File: src/rtl/uart_pkg.sv
// Shared UART definitions: state encoding, line constants and default bit timing.
// Used by the transmitter; the UART_TX_PARITY_EN build adds the PARITY state to the sequence.
package uart_pkg;

  localparam int unsigned UART_CLK_DIV_DEFAULT = 5200;
  localparam int unsigned UART_DATA_BITS       = 8;
  localparam int unsigned UART_BIT_IDX_W       = $clog2(UART_DATA_BITS);
  localparam logic        UART_IDLE_LEVEL      = 1'b1;

  typedef enum logic [2:0] {
    ST_IDLE   = 3'd0,
    ST_START  = 3'd1,
    ST_DATA   = 3'd2,
    ST_PARITY = 3'd3,
    ST_STOP   = 3'd4
  } uart_state_e;

  // Even parity over one data byte.
  function automatic logic uart_even_parity(input logic [UART_DATA_BITS-1:0] data);
    return ^data;
  endfunction

endpackage

File: src/rtl/uart_baud_tick.sv
// Bit-period divider: counts 0..CLK_DIV-1 while enabled and pulses tick on the wrap cycle.
module uart_baud_tick
  import uart_pkg::*;
#(
  parameter int unsigned CLK_DIV = UART_CLK_DIV_DEFAULT
) (
  input  logic sys_clk,
  input  logic rst_n,
  input  logic clear,
  input  logic enable,
  output logic tick
);

  localparam int unsigned CNT_W = (CLK_DIV > 1) ? $clog2(CLK_DIV) : 1;
  localparam logic [CNT_W-1:0] CNT_MAX = CNT_W'(CLK_DIV - 1);

  logic [CNT_W-1:0] cnt_q;
  logic [CNT_W-1:0] cnt_d;
  logic             at_max;

  assign at_max = (cnt_q == CNT_MAX);
  // Clear wins so a new frame always starts a full period from the acceptance edge.
  assign tick   = enable && !clear && at_max;

  always_comb begin
    cnt_d = cnt_q;
    if (clear) begin
      cnt_d = '0;
    end else if (enable) begin
      cnt_d = at_max ? '0 : cnt_q + CNT_W'(1);
    end
  end

  always_ff @(posedge sys_clk or negedge rst_n) begin
    if (!rst_n) begin
      cnt_q <= '0;
    end else begin
      cnt_q <= cnt_d;
    end
  end

endmodule

File: src/rtl/uart_transmitter.sv
// 8N1 UART transmitter with start/busy handshake, LSB-first serialisation and a done pulse.
// Define UART_TX_PARITY_EN to insert an even-parity bit between the data bits and the stop bit.
module uart_transmitter
  import uart_pkg::*;
#(
  parameter int unsigned CLK_DIV = UART_CLK_DIV_DEFAULT
) (
  input  logic                      sys_clk,
  input  logic                      rst_n,
  input  logic [UART_DATA_BITS-1:0] TX_data,
  input  logic                      TX_start,
  output logic                      TX_busy,
  output logic                      TX_done,
  output logic                      UART_Tx
);

  localparam logic [UART_BIT_IDX_W-1:0] LAST_IDX = UART_BIT_IDX_W'(UART_DATA_BITS - 1);

  uart_state_e               state_q;
  uart_state_e               state_d;
  logic [UART_DATA_BITS-1:0] shift_q;
  logic [UART_DATA_BITS-1:0] shift_d;
  logic [UART_BIT_IDX_W-1:0] bit_idx_q;
  logic [UART_BIT_IDX_W-1:0] bit_idx_d;
  logic                      tx_q;
  logic                      tx_d;
  logic                      busy_q;
  logic                      busy_d;
  logic                      done_q;
  logic                      done_d;
`ifdef UART_TX_PARITY_EN
  logic                      parity_q;
  logic                      parity_d;
`endif

  logic accept_c;
  logic baud_en_c;
  logic tick;

  assign accept_c  = !busy_q && TX_start;
  assign baud_en_c = (state_q != ST_IDLE);

  uart_baud_tick #(
    .CLK_DIV (CLK_DIV)
  ) u_baud_tick (
    .sys_clk (sys_clk),
    .rst_n   (rst_n),
    .clear   (accept_c),
    .enable  (baud_en_c),
    .tick    (tick)
  );

  // Next-state and next-line-level logic; every line change happens on a tick or on acceptance.
  always_comb begin
    state_d   = state_q;
    shift_d   = shift_q;
    bit_idx_d = bit_idx_q;
    tx_d      = tx_q;
    busy_d    = busy_q;
    done_d    = 1'b0;
`ifdef UART_TX_PARITY_EN
    parity_d  = parity_q;
`endif

    case (state_q)
      ST_IDLE: begin
        if (accept_c) begin
          state_d   = ST_START;
          shift_d   = TX_data;
          bit_idx_d = '0;
          tx_d      = 1'b0;
          busy_d    = 1'b1;
`ifdef UART_TX_PARITY_EN
          parity_d  = uart_even_parity(TX_data);
`endif
        end
      end

      ST_START: begin
        if (tick) begin
          state_d = ST_DATA;
          tx_d    = shift_q[0];
        end
      end

      ST_DATA: begin
        if (tick) begin
          if (bit_idx_q == LAST_IDX) begin
`ifdef UART_TX_PARITY_EN
            state_d = ST_PARITY;
            tx_d    = parity_q;
`else
            state_d = ST_STOP;
            tx_d    = UART_IDLE_LEVEL;
`endif
          end else begin
            // shift_q[0] is on the line; the next bit is already waiting in shift_q[1].
            bit_idx_d = bit_idx_q + UART_BIT_IDX_W'(1);
            shift_d   = {1'b0, shift_q[UART_DATA_BITS-1:1]};
            tx_d      = shift_q[1];
          end
        end
      end

`ifdef UART_TX_PARITY_EN
      ST_PARITY: begin
        if (tick) begin
          state_d = ST_STOP;
          tx_d    = UART_IDLE_LEVEL;
        end
      end
`endif

      ST_STOP: begin
        if (tick) begin
          state_d = ST_IDLE;
          busy_d  = 1'b0;
          done_d  = 1'b1;
        end
      end

      default: begin
        state_d = ST_IDLE;
        tx_d    = UART_IDLE_LEVEL;
        busy_d  = 1'b0;
      end
    endcase
  end

  always_ff @(posedge sys_clk or negedge rst_n) begin
    if (!rst_n) begin
      state_q   <= ST_IDLE;
      shift_q   <= '0;
      bit_idx_q <= '0;
      tx_q      <= UART_IDLE_LEVEL;
      busy_q    <= 1'b0;
      done_q    <= 1'b0;
`ifdef UART_TX_PARITY_EN
      parity_q  <= 1'b0;
`endif
    end else begin
      state_q   <= state_d;
      shift_q   <= shift_d;
      bit_idx_q <= bit_idx_d;
      tx_q      <= tx_d;
      busy_q    <= busy_d;
      done_q    <= done_d;
`ifdef UART_TX_PARITY_EN
      parity_q  <= parity_d;
`endif
    end
  end

  assign UART_Tx = tx_q;
  assign TX_busy = busy_q;
  assign TX_done = done_q;

endmodule

File: config.mk
export PLATFORM = sky130hd
export DESIGN_NAME = uart_transmitter
export DESIGN_NICKNAME = d
export VERILOG_FILES = /design/src/rtl/uart_pkg.sv /design/src/rtl/uart_baud_tick.sv /design/src/rtl/uart_transmitter.sv
export SDC_FILE = /design/constraint.sdc
export NUM_CORES = 1
export LEC_CHECK = 0
export CORE_MARGIN = 4
export CORE_UTILIZATION = 30
export CTS_BUF_LIST = sky130_fd_sc_hd__clkbuf_8
export DETAILED_ROUTE_END_ITERATION = 8
export GPL_TIMING_DRIVEN = 0
export PLACE_DENSITY = 0.56
export SYNTH_ARGS = -nofsm -noshare
export SYNTH_HDL_FRONTEND = slang
export SYNTH_HIERARCHICAL = 1
export SYNTH_SLANG_ARGS = --single-unit
File: constraint.sdc
create_clock -name sys_clk -period 2.37 [get_ports sys_clk]
set_clock_uncertainty 0.1 [all_clocks]
set_input_delay 0.474 -clock sys_clk [delete_from_list [all_inputs] [get_ports sys_clk]]
set_output_delay 0.474 -clock sys_clk [all_outputs]
set_load 0.02 [all_outputs]
# == Yosys cells after proc, flatten, opt, wreduce, memory -nomap -nowiden ==
# Cells that the tools add are included.
# classes
add_sub_neg,2
multipliers,0
div_mod_pow,0
n_lt_le_gt_ge,0
eq_ne,11
n_shift,0
n_mux,27
n_bitwise,2
reduce_logical,14
# op_table
op,count
13-bit 2-to-1 mux,3
3-bit 2-to-1 mux,8
8-bit 2-to-1 mux,3
8-bit case mux with 2 select lines,1
"13-bit by 1-bit adder with 13-bit output, second input constant",1
"13-bit equality test, second input constant",1
3-bit case mux with 4 select lines,1
"2-bit != test, second input constant",5
1-bit 2-to-1 mux,8
4-bit AND reduction,2
"3-bit equality test, second input constant",2
3-bit case mux with 2 select lines,1
5-bit AND reduction,1
1-bit case mux with 4 select lines,1
2-bit nonzero test,2
"3-bit by 1-bit adder with 3-bit output, second input constant",1
"3-bit by 1-bit equality test with 1-bit output, second input constant",1
"3-bit by 2-bit equality test with 1-bit output, second input constant",1
1-bit logical AND,3
3-bit logical NOT,1
1-bit case mux with 3 select lines,1
3-bit AND reduction,1
3-bit nonzero test,1
1-bit logical NOT,2
other kinds (3),4
# totals
register_bits,30
latchBits,0
ram_bits,0
romBits,0
inputBits,11
out_inout_bits,3
wordCells,63
mem_count,0

# == Longest topological paths before layout ==
# Gate-level depths: netlist (run 1).
# logic_depth
depth_word,7
mapped_depth,10
ltp_nobuf,8

# == Cells and area by module ==
# The synthesis (run 1) kept the hierarchy.
# by_module_without_submodules
module,n_inst,cells_per_inst,area_per_inst_um2,seq_area_each_um2
uart_transmitter,1,91,903.4,426.7
uart_baud_tick,1,86,782.0,325.3

# == Least setup slack after synthesis (run 1) ==
# OpenSTA, ideal clock, no wires.
# synth_timing
path_kind,register -> register
from,register state_q[1]
to,register bit_idx_q[0]
setup_ns,0.126
arrival_ns,1.921
required_ns,2.144
path_slack_ns,0.223
stages_incl_launch_ff,10
path_buffers,3
synth_period_minus_slack_ns,2.147
path_cell_list,dfrtp_1 -> buf_6 -> buf_4 -> or3_1 -> nand2b_1 -> nor2_1 -> and3b_4 -> o21ai_2 -> buf_6 -> o21ai_0
# synth_via
elab_chain_len,5
elab_cells_between_ends,11
cone_classes,eq/ne: 4; mux: 1; reduce/logical: 6
# synth_lines
element,line_no,text
start: declaration,uart_transmitter.sv:19,uart_state_e state_q;
start signal: assignment,uart_transmitter.sv:142,state_q <= state_d;
3-bit nonzero test,uart_transmitter.sv:41,assign baud_en_c = (state_q != ST_IDLE);
named net baud_en_c,uart_transmitter.sv:37,logic baud_en_c;
1-bit logical AND (2 in series),uart_baud_tick.sv:23,assign tick = enable && !clear && at_max;
named net tick,uart_transmitter.sv:38,logic tick;
2-bit != test (no line),--,
4-bit AND reduction (no line),--,
end signal: assignment,uart_transmitter.sv:144,bit_idx_q <= bit_idx_d;
end: declaration,uart_transmitter.sv:23,logic [UART_BIT_IDX_W-1:0] bit_idx_q;
# The timed path passes the listed nets, and every way through them passes these cells.
# A chain may end at the register's enable or synchronous reset.

# == Worst setup path after layout (run 1) ==
# layout_timing
from,register state_q[1]
to,register shift_q[4]
# layout_via
elab_chain_len,5
elab_cells_between_ends,11
cone_classes,eq/ne: 4; mux: 1; reduce/logical: 6
# layout_lines
element,line_no,text
3-bit nonzero test,uart_transmitter.sv:41,
named net baud_en_c,uart_transmitter.sv:37,
1-bit logical AND (2 in series),uart_baud_tick.sv:23,
named net tick,uart_transmitter.sv:38,
2-bit != test (no line),--,
4-bit AND reduction (no line),--,
end signal: assignment,uart_transmitter.sv:143,shift_q <= shift_d;
end: declaration,uart_transmitter.sv:21,logic [UART_DATA_BITS-1:0] shift_q;
# The timed path passes the listed nets, and every way through them passes these cells.

==> run_results.csv, run 1 <==
group,metric,value,unit
timing,period_share,0.9115,
timing,maxSlewViolCount,0,
clock_tree,hold_buffers,0,
setup_path,crit_fanout,10,
layout,final_nets,211,
layout,final_area,2021,um2
setup_path,cp_top_family,"simple AND/OR/NAND/NOR gates",
global_route,grt_pass1_wl,6030,um
floorplanning,dieWidth,82.95,um
pwr,switching_share,0.3181,
floorplanning,start_util,0.3080,
pwr,pwr-share-comb,0.218,
global_route,grtUsageMet3,0.03175,
timing,max_freq,462.9,MHz
pwr,p_leak,0.8616,nW
routing,drt-initial-drc-count,35,
placed_design,dpl.hpwl,2443,um
clock_tree,clk_pin_slew,0.07,ns
yosys,async_flop_share,1.000,
setup_path,crit_slowest_cell,"or3_4",
setup_path,cp-end-kind,"register",
pwr,power-per-cell-area,692.9,nW/um2
setup_path,crit_required,2.43,ns
routing,vias,1327,
clock_tree,cts.sinks,30,
yosys,synthFlopType,"dfrtp_1",
clock_tree,h-tree-depth,2,
timing,setup_tns,0,ns
yosys,synth_cell_type_count,47,
status,status,"completed",
setup_path,path_cells,"buf_6 -> buf_4 -> or3_4 -> nand2b_4 -> nor2_2 -> and3b_4 -> o21ai_4 -> buf_6 -> o21ai_0",
yosys,netlist_top_cells_area,"dfrtp_1 (43%), nand2_1 (5.1%), o21ai_0 (5.0%), mux2i_1 (4.2%), nand3_1 (4.2%)",
floorplanning,fp.coreArea,5473,um2
global_route,grt_pass1_vias,1270,
setup_path,critPathLaunchType,"register",
yosys,ys_seq_area_frac,0.4462,
layout,drive_above_1_share,0.1869,
global_route,grt_max_degree,31,
yosys,syn_avg_cell_area,9.522,um2
layout,fill_cells,580,
flow_run,cap_violations,0,
routing,vias_per_cell,4.915,
timing,finalSetupViolCount,0,
placed_design,placed_cell_area,1901,um2
pwr,p_sw,0.4454,mW
pwr,p_clk_frac,0.308,
global_route,overflow,0,
clock_tree,cts.path.max_buffers,2,
layout,num_antenna_cells,0,
placed_design,portBuffers,13,
clock_tree,cts_setup_buffers,0,
yosys,synth_nets,191,
yosys,ys_warn_count,6,
clock_tree,cts_buffers,5,
setup_path,startpoint,"state_q[1]$_DFFE_PN0P_",
setup_path,critPathArrivalTime,2.22,ns
routing,ant_nets,0,
pwr,p_int,0.9547,mW
clock_tree,clk_latency,0.28,ns
yosys,synth_top_area_frac,0.4306,
floorplanning,num_io_pins,14,
floorplanning,fp-row-count,27,
timing,finalHoldViolCount,0,
layout,multiInputGateArea,860.8,um2
layout,seqCellArea,752.0,um2
global_route,antenna_found_initial,0,
routing,totalWireLength,3493,um
setup_path,slowest_delay,0.42,ns
yosys,ys_ff_latch,30,
timing,min_period,2.160,ns
yosys,synth_edf_count,0,
timing,maxSlewHeadroom,0.5502,
floorplanning,die_h,82.95,um
layout,fin_util,0.3692,
timing,rsz0062_at_grt,"no",
routing,drc,0,
setup_path,crit_top_cell,"buf_6",
global_route,grt_most_used_layer,"met2",
worst_hold_path,hold_path_class,"in2async",
setup_path,crit_type,"reg2reg",
pwr,p_total,1.400,mW
yosys,syn-cell-area,1685,um2
layout,syn_to_final_growth,19.90,%
yosys,synthCells,177,
layout,layout_common_cells,"dfrtp_1 (29), nand2_1 (23), o21ai_0 (17)",
global_route,use_met2,0.1603,
pwr,irDropWorstVdd,290.7,uV
setup_path,critPathBufInv,3,
global_route,use_met1,0.1457,
clock_tree,ctsRootBufferMaster,"clkbuf_8",
pwr,sequentialPowerShare,0.474,
layout,final_common_cell,"dfrtp_1",
routing,post_drt_wl_per_cell,12.94,um
yosys,synth_largest_area_cell,"dfrtp_1",
floorplanning,die_area,6881,um2
clock_tree,cts_tree,"built",
placed_design,gp_congestion,0.7200,
global_route,grt_usage,0.1071,
routing,dr.pass1.iters,4,
setup_path,rr_startpoint,"state_q[1]$_DFFE_PN0P_",
timing,worst_pin_slew,0.6746,ns
==> flip-flops by register name, summed over array words and instances (netlist names) <==
register and count:
TX_busy 1, bit_idx_q 3, TX_done 1, state_q 3
UART_Tx 1, shift_q 8, u_baud_tick/cnt_q 13
==> Yosys cell counts, types with 3 or more instances <==
library cell,count
dfrtp_1,29
buf_6,4
nor2_1,7
nor3_1,3
nand2_1,23
ha_1,3
buf_2,3
nand2b_1,3
o21ai_0,17
mux2i_1,7
nand3_1,14
a21oi_1,10
or3_1,6
inv_1,8
==> final cells by class <==
cell class / count / share of cell area
inverter: 8 / 0.01486
sequential: 30 / 0.3721
multi-input combinational: 131 / 0.4260
clock buffer: 6 / 0.04087
timing repair buffer: 13 / 0.06192
buffer: 8 / 0.03344
tap: 72 / 0.04458
clock inverter: 2 / 0.006192
==> cells by family (layout without fill, tap and decap cells) <==
kind of cell,count (synthesis),in the layout,share of synthesized area
adders and majority gates,3,3,0.02227
buffers and inverters,16,37,0.05790
xor gates and xnor gates,1,1,0.005198
AOI/OAI and AO/OA,41,41,0.1507
and+or+nand+nor,78,78,0.2695
DFF,30,30,0.4462
muxes,8,8,0.04826
==> worst register-to-register path, delay by kind of cell (launching register included) <==
| kind | cells | cell delay, ns |
|---|---|---|
| AOI/OAI and AO/OA | 2 | 0.27 |
| and+or+nand+nor | 4 | 0.82 |
| DFF | 1 | 0.38 |
| buffers and inverters | 3 | 0.47 |
==> repair_timing <==
item / 4_1_cts / 5_1_grt
endpoints found under the setup margin: 11 / 14
resized for setup: 1 / 4
pin swaps: 0 / 0
==> power by group through the flow <==
stage / Clock (mW) / Sequential (mW) / Combinational, mW
global route: 0.475 / 0.674 / 0.339
global placement: 0 / 0.670 / 0.288
CTS: 0.451 / 0.660 / 0.300
finish: 0.432 / 0.663 / 0.306
detailed placement: 0 / 0.671 / 0.292
floorplan: 0 / 0.662 / 0.186
==> worst paths after layout <==
kind                                                     end  slack (ns)  cells past startpoint
setup reg to reg                      shift_q[4]$_DFFE_PN0P_        0.21                      9
setup / recovery                      shift_q[4]$_DFFE_PN0P_        0.21                      9
hold / removal              u_baud_tick/cnt_q[5]$_DFFE_PN0P_        0.13                      1
min in group sys_clk                  shift_q[2]$_DFFE_PN0P_        0.38                      2
max in group asynchronous  u_baud_tick/cnt_q[12]$_DFFE_PN0P_        1.61                      1
hold reg to reg                       shift_q[2]$_DFFE_PN0P_        0.38                      2
==> per-stage QoR <==
stage	instances	hold slack, ns	worst slack (ns)
2_1_floorplan	177	0.07841	0.2231
3_3_place_gp	262	0.3608	-0.2761
3_5_place_dp	262	0.3702	-0.2892
4_1_cts	270	0.1520	0.01803
5_1_grt	270	0.1790	0.07105
6_report	270	0.1294	0.2099
==> metal layers <==
| metal | vias up | routed length (um) |
|---|---|---|
| li1 | 679 | - |
| met1 | 628 | 1747 |
| met2 | 16 | 1584 |
| met3 | 4 | 116 |
| met4 | 0 | 44 |
| met5 | - | 0 |
No activity file was read; power rests on OpenSTA's default activity.
==> inputs of run 2 (changes only) <==
Settings changed: CORE_UTILIZATION 30 to 60, DONT_BUFFER_PORTS from default to 1, PLACE_DENSITY 0.56 to 0.85, SLEW_MARGIN from default to 20.
==> run_results.csv, run 2 (synthesis results as in run 1) <==
group,metric,value,unit
status,status,"completed",
timing,period_share,0.9270,
setup_path,timing.reg2reg.setup_slack,0.17,ns
floorplanning,fp-row-count,18,
flow_run,cap_violations,0,
layout,reg_top3,"u_baud_tick/cnt_q (13), shift_q (8)",
floorplanning,die_area,3721,um2
routing,vias_per_cell,6.161,
placed_design,placed_cell_area,1723,um2
clock_tree,cts_buffers,5,
timing,rsz0062_at_grt,"no",
pwr,irDropWorstVdd,680.2,uV
routing,dr.pass1.iters,4,
routing,vias,1337,
worst_hold_path,hold_path_class,"in2reg",
layout,regMostFlops,"u_baud_tick/cnt_q",
timing,setup_tns,0,ns
clock_tree,cts_setup_buffers,0,
setup_path,crit_fanout,10,
floorplanning,num_io_pins,14,
layout,num_antenna_cells,0,
clock_tree,clk_latency,0.29,ns
clock_tree,cts_tree,"built",
timing,max_freq,455.2,MHz
layout,drive_above_1_share,0.1925,
timing,timing.hold.ws,0.2368,ns
layout,final_area,1882,um2
global_route,grt_pass1_vias,1228,
setup_path,crit_slowest_cell,"or3_4",
global_route,grt_max_degree,31,
floorplanning,start_util,0.6564,
setup_path,path_cells,"buf_6 -> buf_4 -> or3_4 -> nand2b_4 -> nor2_4 -> and3b_4 -> o21ai_2 -> buf_6 -> nand2_1 -> o21ai_0",
global_route,overflow,0,
routing,totalWireLength,3544,um
layout,fin_util,0.7329,
timing,finalHoldViolCount,0,
clock_tree,h-tree-depth,2,
setup_path,crit_type,"reg2reg",
setup_path,slowest_delay,0.42,ns
placed_design,portBuffers,0,
routing,ant_nets,0,
routing,drc,0,
setup_path,cp-end-kind,"register",
layout,layout_common_cells,"dfrtp_1 (29), nand2_1 (23), o21ai_0 (17)",
pwr,p_leak,0.8331,nW
clock_tree,ctsRootBufferMaster,"clkbuf_8",
floorplanning,die_h,61,um
global_route,grt_usage,0.2184,
timing,worst_pin_slew,0.6648,ns
placed_design,dpl.hpwl,2341,um
global_route,antenna_found_initial,0,
pwr,p_total,1.453,mW
placed_design,gp_congestion,0.8436,
setup_path,critPathArrivalTime,2.31,ns
clock_tree,cts.sinks,30,
clock_tree,cts.path.max_buffers,2,
setup_path,crit_top_cell,"buf_6",
layout,syn_to_final_growth,11.66,%
timing,min_period,2.197,ns
timing,finalSetupViolCount,0,
layout,final_common_cell,"dfrtp_1",
setup_path,crit_required,2.48,ns
clock_tree,clk_pin_slew,0.07,ns
routing,drt-initial-drc-count,39,
pwr,power-per-cell-area,772.2,nW/um2
layout,largest_reg_flops,13,
timing,maxSlewViolCount,0,
global_route,grt_pass1_wl,5858,um
timing,maxSlewHeadroom,0.5552,
routing,post_drt_wl_per_cell,16.33,um
floorplanning,fp.coreArea,2567,um2
layout,final_nets,200,
floorplanning,dieWidth,61,um
setup_path,critPathLaunchType,"register",
-- run 2: cell count changes in the layout (fill, tap and decap cells not counted), sizes merged --
cell           change
clkdlybuf4s50     -12
dlygate4sd3        +1
clkinvlp           -1
clkbuf             -1
clkinv             +1
bufinv             +1
-- run 2: worst paths after layout --
kind | start | to | cells past startpoint
worst max-delay path | state_q[1]$_DFFE_PN0P_ | shift_q[0]$_DFFE_PN0P_ | 10
worst min-delay path | TX_data[7] | shift_q[7]$_DFFE_PN0P_ | 2
worst max register to register | state_q[1]$_DFFE_PN0P_ | shift_q[0]$_DFFE_PN0P_ | 10
worst min register to register | shift_q[7]$_DFFE_PN0P_ | shift_q[7]$_DFFE_PN0P_ | 2
max in group asynchronous | rst_n | UART_Tx$_DFFE_PN1P_ | 2
min in group asynchronous | rst_n | TX_done$_DFF_PN0_ | 2
-- run 2: per-layer routing --
metal,GRT usage,vias up,wire (um)
met2,0.3298,33,1668
li1,-,655,-
met3,0.08085,7,231
met1,0.2977,642,1593
met5,0,-,0
met4,0.05882,0,51
-- run 2: layout make-up --
class	count	area, um2
clock inverter	3	40.04
buffer	8	67.56
multi-input combinational	131	855.8
clock buffer	5	68.82
timing repair buffer	2	30.03
sequential	30	752.0
inverter	8	30.03
tap	30	37.54
fill	188	685.7
-- run 2: worst max-delay path, delay by kind of cell (launching register included) --
family	cells	cell delay (ns)
AOI/OAI and AO/OA	2	0.29
DFF	1	0.38
and+or+nand+nor	5	0.86
buffers and inverters	3	0.49
-- run 2: through the flow --
| stage | cells | worst slack, ns |
|---|---|---|
| global placement | 207 | 0.02918 |
| global route | 217 | 0.06756 |
| CTS | 217 | 0.06365 |
| detailed placement | 207 | -0.007915 |
| floorplan | 177 | 0.2231 |
| finish | 217 | 0.1730 |
-- run 2: where the power goes --
group / total, mW / leakage, nW / switching [mW] / internal (mW)
registers: 0.679 / 0.401 / 0.0893 / 0.590
clock network: 0.511 / 0.0579 / 0.202 / 0.309
logic: 0.263 / 0.375 / 0.155 / 0.108
-- run 2: what timing repair did --
action | CTS | global route
pin swaps | 0 | 0
endpoints found under the hold margin | 30 | 0
endpoints found under the setup margin | 11 | 12
hold buffers | 2 | 0
resized for setup | 1 | 3
